File: src/rtl/pipeline_sequencer.sv
// pipeline_sequencer
//   Run-control and hazard controller for the 5-stage MIPS pipeline.
//   Decides each cycle whether the pipeline advances, stalls on a load-use
//   hazard, flushes IF/ID on a taken jump/branch, or drains after HALT.
//   Supports continuous and single-step execution for a debug host.
//
// Ports
//   i_clk, i_reset        clock; synchronous active-high reset to IDLE
//   i_start, i_step_mode  leave IDLE into RUN (mode 0) or STEP_WAIT (mode 1)
//   i_step                one advance per high cycle while in STEP_WAIT
//   i_halt_id             HALT is in ID
//   i_jump_taken          jump / taken branch resolved in ID
//   i_id_rs, i_id_rt, i_id_uses_rt   source registers of the ID instruction
//   i_ex_mem_read, i_ex_rt           load in EX and its destination
//   o_adv                 enable for ID/EX, EX/MEM, MEM/WB
//   o_pc_we, o_if_id_we   PC and IF/ID write enables
//   o_if_id_flush         load NOP into IF/ID
//   o_id_ex_bubble        zero control into ID/EX
//   o_busy, o_done        RUN/STEP_WAIT/DRAIN, and DONE
//   o_state               IDLE=0 RUN=1 STEP_WAIT=2 DRAIN=3 DONE=4
//   o_cycle_cnt           saturating count of advance cycles since start
module pipeline_sequencer #(
  parameter int N_BITS_REG   = 5,
  parameter int N_BITS_CNT   = 32,
  parameter int DRAIN_CYCLES = 3
) (
  input  logic                  i_clk,
  input  logic                  i_reset,
  input  logic                  i_start,
  input  logic                  i_step_mode,
  input  logic                  i_step,
  input  logic                  i_halt_id,
  input  logic                  i_jump_taken,
  input  logic [N_BITS_REG-1:0] i_id_rs,
  input  logic [N_BITS_REG-1:0] i_id_rt,
  input  logic                  i_id_uses_rt,
  input  logic                  i_ex_mem_read,
  input  logic [N_BITS_REG-1:0] i_ex_rt,
  output logic                  o_adv,
  output logic                  o_pc_we,
  output logic                  o_if_id_we,
  output logic                  o_if_id_flush,
  output logic                  o_id_ex_bubble,
  output logic                  o_busy,
  output logic                  o_done,
  output logic [2:0]            o_state,
  output logic [N_BITS_CNT-1:0] o_cycle_cnt
);

  localparam int DW = (DRAIN_CYCLES > 1) ? $clog2(DRAIN_CYCLES) : 1;
  localparam logic [DW-1:0] DRAIN_LAST = DW'(DRAIN_CYCLES - 1);

  typedef enum logic [2:0] {
    IDLE      = 3'd0,
    RUN       = 3'd1,
    STEP_WAIT = 3'd2,
    DRAIN     = 3'd3,
    DONE      = 3'd4
  } state_t;

  state_t                state, state_nxt;
  logic [DW-1:0]         drain_cnt, drain_nxt;
  logic [N_BITS_CNT-1:0] cycle_cnt;

  logic hz;
  logic adv, pc_we, if_id_we, if_id_flush, id_ex_bubble;

  function automatic logic [N_BITS_CNT-1:0] sat_inc(input logic [N_BITS_CNT-1:0] v);
    return (&v) ? v : v + 1'b1;
  endfunction

  // Load in EX whose destination is read by ID; r0 never creates a hazard.
  assign hz = i_ex_mem_read && (i_ex_rt != '0) &&
              ((i_ex_rt == i_id_rs) || (i_id_uses_rt && (i_ex_rt == i_id_rt)));

  always_comb begin
    state_nxt    = state;
    drain_nxt    = drain_cnt;
    adv          = 1'b0;
    pc_we        = 1'b0;
    if_id_we     = 1'b0;
    if_id_flush  = 1'b0;
    id_ex_bubble = 1'b0;

    case (state)
      IDLE: begin
        if (i_start) state_nxt = i_step_mode ? STEP_WAIT : RUN;
      end
      RUN, STEP_WAIT: begin
        adv = (state == RUN) || i_step;
        if (adv) begin
          if (hz) begin
            id_ex_bubble = 1'b1;
          end else if (i_halt_id) begin
            // HALT moves into EX; fetch freezes and the drain begins.
            state_nxt = DRAIN;
            drain_nxt = '0;
          end else begin
            pc_we       = 1'b1;
            if_id_we    = 1'b1;
            if_id_flush = i_jump_taken;
          end
        end
      end
      DRAIN: begin
        adv          = 1'b1;
        if_id_flush  = 1'b1;
        id_ex_bubble = 1'b1;
        drain_nxt    = drain_cnt + 1'b1;
        if (drain_cnt == DRAIN_LAST) state_nxt = DONE;
      end
      DONE: begin
      end
      default: state_nxt = IDLE;
    endcase

    // Nothing moves while reset is asserted.
    if (i_reset) begin
      adv          = 1'b0;
      pc_we        = 1'b0;
      if_id_we     = 1'b0;
      if_id_flush  = 1'b0;
      id_ex_bubble = 1'b0;
    end
  end

  always_ff @(posedge i_clk) begin
    if (i_reset) begin
      state     <= IDLE;
      drain_cnt <= '0;
      cycle_cnt <= '0;
    end else begin
      state     <= state_nxt;
      drain_cnt <= drain_nxt;
      if (state == IDLE && i_start) cycle_cnt <= '0;
      else if (adv)                 cycle_cnt <= sat_inc(cycle_cnt);
    end
  end

  assign o_adv          = adv;
  assign o_pc_we        = pc_we;
  assign o_if_id_we     = if_id_we;
  assign o_if_id_flush  = if_id_flush;
  assign o_id_ex_bubble = id_ex_bubble;
  assign o_busy         = (state == RUN) || (state == STEP_WAIT) || (state == DRAIN);
  assign o_done         = (state == DONE);
  assign o_state        = state;
  assign o_cycle_cnt    = cycle_cnt;

endmodule

File: config.mk
export PLATFORM = sky130hd
export DESIGN_NAME = pipeline_sequencer
export DESIGN_NICKNAME = d
export VERILOG_FILES = /design/src/rtl/pipeline_sequencer.sv
export SDC_FILE = /design/constraint.sdc
export NUM_CORES = 1
export LEC_CHECK = 0
export CORE_ASPECT_RATIO = 0.7
export CORE_MARGIN = 3
export CORE_UTILIZATION = 48
export CTS_CLUSTER_SIZE = 14
export DETAILED_ROUTE_END_ITERATION = 10
export HOLD_SLACK_MARGIN = 0.02
export MAX_ROUTING_LAYER = met4
export PLACE_DENSITY = 0.81
export RECOVER_POWER = 100
export SLEW_MARGIN = 20
export SYNTH_ARGS = -nofsm -noshare
export SYNTH_HDL_FRONTEND = slang
export SYNTH_SLANG_ARGS = --single-unit
File: constraint.sdc
create_clock -name i_clk -period 2.6 [get_ports i_clk]
set_clock_uncertainty 0.2 [all_clocks]
set_input_delay 0.52 -clock i_clk [delete_from_list [all_inputs] [get_ports i_clk]]
set_output_delay 0.52 -clock i_clk [all_outputs]
set_load 0.02 [all_outputs]
==> impl_results.md <==
- Vias: 2,462
- Total routed wirelength: 6830 µm
- Sequential area share after synthesis: 32.7%
- Synth Register Bits: 37
- Synth unique cells: 54
- Clock buffer count from CTS: 5
- Post-route clock period utilization: 101%
- Synth Flop Type: dfxtp_1
- CP delay by family, top: simple AND/OR/NAND/NOR gates
- Mapped Cells: 267
- Final Hold Fails: 0
- Net Sw Frac: 27.8%
- Nets: 386
- CTS clk-pin slew, worst paths: 70 ps
- HP Class: register to register
- CTS max path bufs: 2
- Area leader, netlist: dfxtp_1
- CP startpoint kind: input port
- Row count: 20
- CTS tree: built
- Initial drt markers: 183
- Leading post-synthesis cells by cell area: dfxtp_1, a21oi_1, o31ai_1
- Vias per Instance: 5.92
- RSZ-0062 raised after global routing: yes
- Syn Area/Cell: 8.50 µm²
- Vias in the first global route: 2,363
- Async SR Flop Fraction: 0%
- Crit path time final: 2620 ps
- DRC: 0
- CP required: 1880 ps
- Post-Syn Area: 2270 µm²
- R2R Setup Slk: 220 ps
- Most frequent cells in the layout: dfxtp_1, dlygate4sd3_1, buf_4
- Crit-path max FO: 3
- Global-route wire length before repair: 11,100 µm
- Fmax: 0.382 GHz
- Clk network pwr share: 35.4%
- Run status: finished, violations left
- Levels on crit path: 8
- Routed Antenna Nets: 0
- Cells on worst reg2reg path: 6
- Leak: 0.00132 µW
- Die Area: 5600 µm²
- Initial cell density of the core: 50.9%
- Worst hold slack: 304 ps
- Root Driver: clkbuf_8
- # setup viols final: 1
- Gr ovfl total: 0
- Final HPWL DP: 4730 µm
- Die width: 88.2 µm
- Worst r2r dst: o_cycle_cnt[5]
- Switch Pwr: 405 µW
- Slew @ Worst Pin: 491 ps
- Largest net degree at the start of global routing: 18
- Core ar.: 4450 µm²
- Crit path to: o_if_id_flush
- GR Util All Layers: 25.5%
- Post-DR wirelength/cell: 16.4 µm
- PortBufs: 65
- Critical Path Most Common Cell: buf_4
- Share of layout cells above drive strength 1: 26.9%
- Post-route insts no fill: 416
- P per Cell Area: 437 nW/µm²
- Fin worst setup slack: -18.0 ps
- CP bufs+invs: 3
- Max-cap violation count: 0
- # IOs: 66
- Slowest CP cell: or2_4
- Initial antenna violation count: 0
- Internal power: 1050 µW
- EDFF count, synth: 0
- Worst rel slew slack: 67.2%
- Syn Nets: 293
- Dpl cells: 402
- Die Height: 63.5 µm
- ANT cells: 0
- Clock sink total: 37
- Gpl congestion: 0.883
- Placed Area: 3090 µm²
- P&R area growth vs syn: 46.8%
- DP Worst Slack: -787 ps
- Failing checks: negative setup slack
- Maximum VDD drop: 284 µV
- Logic pwr share: 24.1%
- Reg power frac: 40.5%
- CTS H-tree lvls: 2
- Crit end category: output pin
- Non-Filler Cell Area, Final: 3330 µm²
- Setup TNS: -18.0 ps
- TritonRoute pass-1 iters: 4
- Final-report max-slew violation count: 0
- Clk Latency, worst-skew pair: 290 ps
- Launching point of the worst reg2reg path: o_cycle_cnt[18]
- Critical path arrival: 1900 ps
- Top cell type's share of synthesized area: 32.7%
- CP Launch Point: i_ex_rt[4]
- Worst-path cell chain: buf_4 -> buf_4 -> xor2_1 -> nor3_1 -> a32oi_1 -> or2_4 -> a32o_2 -> buf_6
- Setup CP Type: input port to output pin
- Max stage delay on crit path: 280 ps
- Ys Warns: 0
tightest hold or removal path, delay by kind of cell, from the launching register on:
kind            cells  cell delay [ps]
compound gates      2              130
flops               1              330
Yosys cell counts, types with 8 or more instances:
master   instances
a21oi_1         21
nand3_1          9
xor2_1          11
o21ai_1          8
o31ai_1         13
nand2_1         21
or4_1           12
a21oi_2          8
nor2_1          14
nand4_1         12
or3_1           10
dfxtp_1         37
inv_1           11
o21ai_0          9
repair_timing:
| action | in CTS | in global routing |
|---|---|---|
| endpoints found under the setup margin | 6 | 12 |
| pin swaps | 8 | 14 |
| hold buffers | 0 | 0 |
| buffers inserted | 8 | 1 |
| gates resized for setup | 54 | 33 |
layer usage:
metal | up-vias | part of all wire [%] | global-route usage [%]
met5 | - | 0 | -
met4 | 0 | 0.83 | 6.79
met3 | 8 | 6.6 | 5.62
met2 | 87 | 47 | 39.1
met1 | 1174 | 46 | 34.0
li1 | 1193 | - | -
through the flow:
| stage | power (µW) | utilization [%] |
|---|---|---|
| 2_1_floorplan | 787 | - |
| 3_3_place_gp | 920 | 69.5 |
| 3_5_place_dp | 925 | 69.5 |
| 4_1_cts | 1440 | 73.3 |
| 5_1_grt | 1510 | 74.8 |
| 6_report | 1460 | 74.8 |
flip-flops by register name, indices dropped and copies added, names as in the netlist:
signal       flops
drain_cnt        2
o_cycle_cnt     32
o_state          3
worst min-delay path by stage:
| stage | startpoint | cells after the start | to | slack [ps] |
|---|---|---|---|---|
| 6_report | o_cycle_cnt[27] | 2 | o_cycle_cnt[27] | 300 |
| 5_1_grt | o_cycle_cnt[27] | 2 | o_cycle_cnt[27] | 310 |
| 4_1_cts | o_cycle_cnt[27] | 2 | o_cycle_cnt[27] | 310 |
| 3_5_place_dp | o_cycle_cnt[27] | 2 | o_cycle_cnt[27] | 290 |
| 3_3_place_gp | o_cycle_cnt[27] | 2 | o_cycle_cnt[27] | 280 |
| 2_1_floorplan | drain_cnt[1] | 1 | drain_cnt[1] | 280 |
power groups by stage:
stage	combinational (µW)	clock [µW]	sequential [µW]
global placement	318	0	602
global route	374	540	590
finish	352	516	589
CTS	334	521	589
floorplan	177	0	609
detailed placement	324	0	601
cell type report:
cell class / instances / area (µm²)
clock buffers: 7 / 86.3
clock inverters: 1 / 30.0
fillers: 328 / 1120
inverters: 11 / 41.3
multi-input cells: 207 / 1470
flip-flops and latches: 37 / 741
well taps: 55 / 68.8
repair buffers: 98 / 890
kinds of logic (layout without fill, tap and decap cells):
| kind of cell | after synthesis | count (layout) | synth area share [%] |
|---|---|---|---|
| buffers and inverters | 23 | 117 | 6.07 |
| flip-flops | 37 | 37 | 32.7 |
| AO/OA/AOI/OAI | 74 | 74 | 22.0 |
| XOR/XNOR | 14 | 14 | 5.41 |
| adder cells (fa/ha/maj) | 2 | 2 | 1.10 |
| multiplexers | 5 | 5 | 2.21 |
| AND/OR/NAND/NOR | 112 | 112 | 30.6 |
Power figures use the tool's default switching activity.
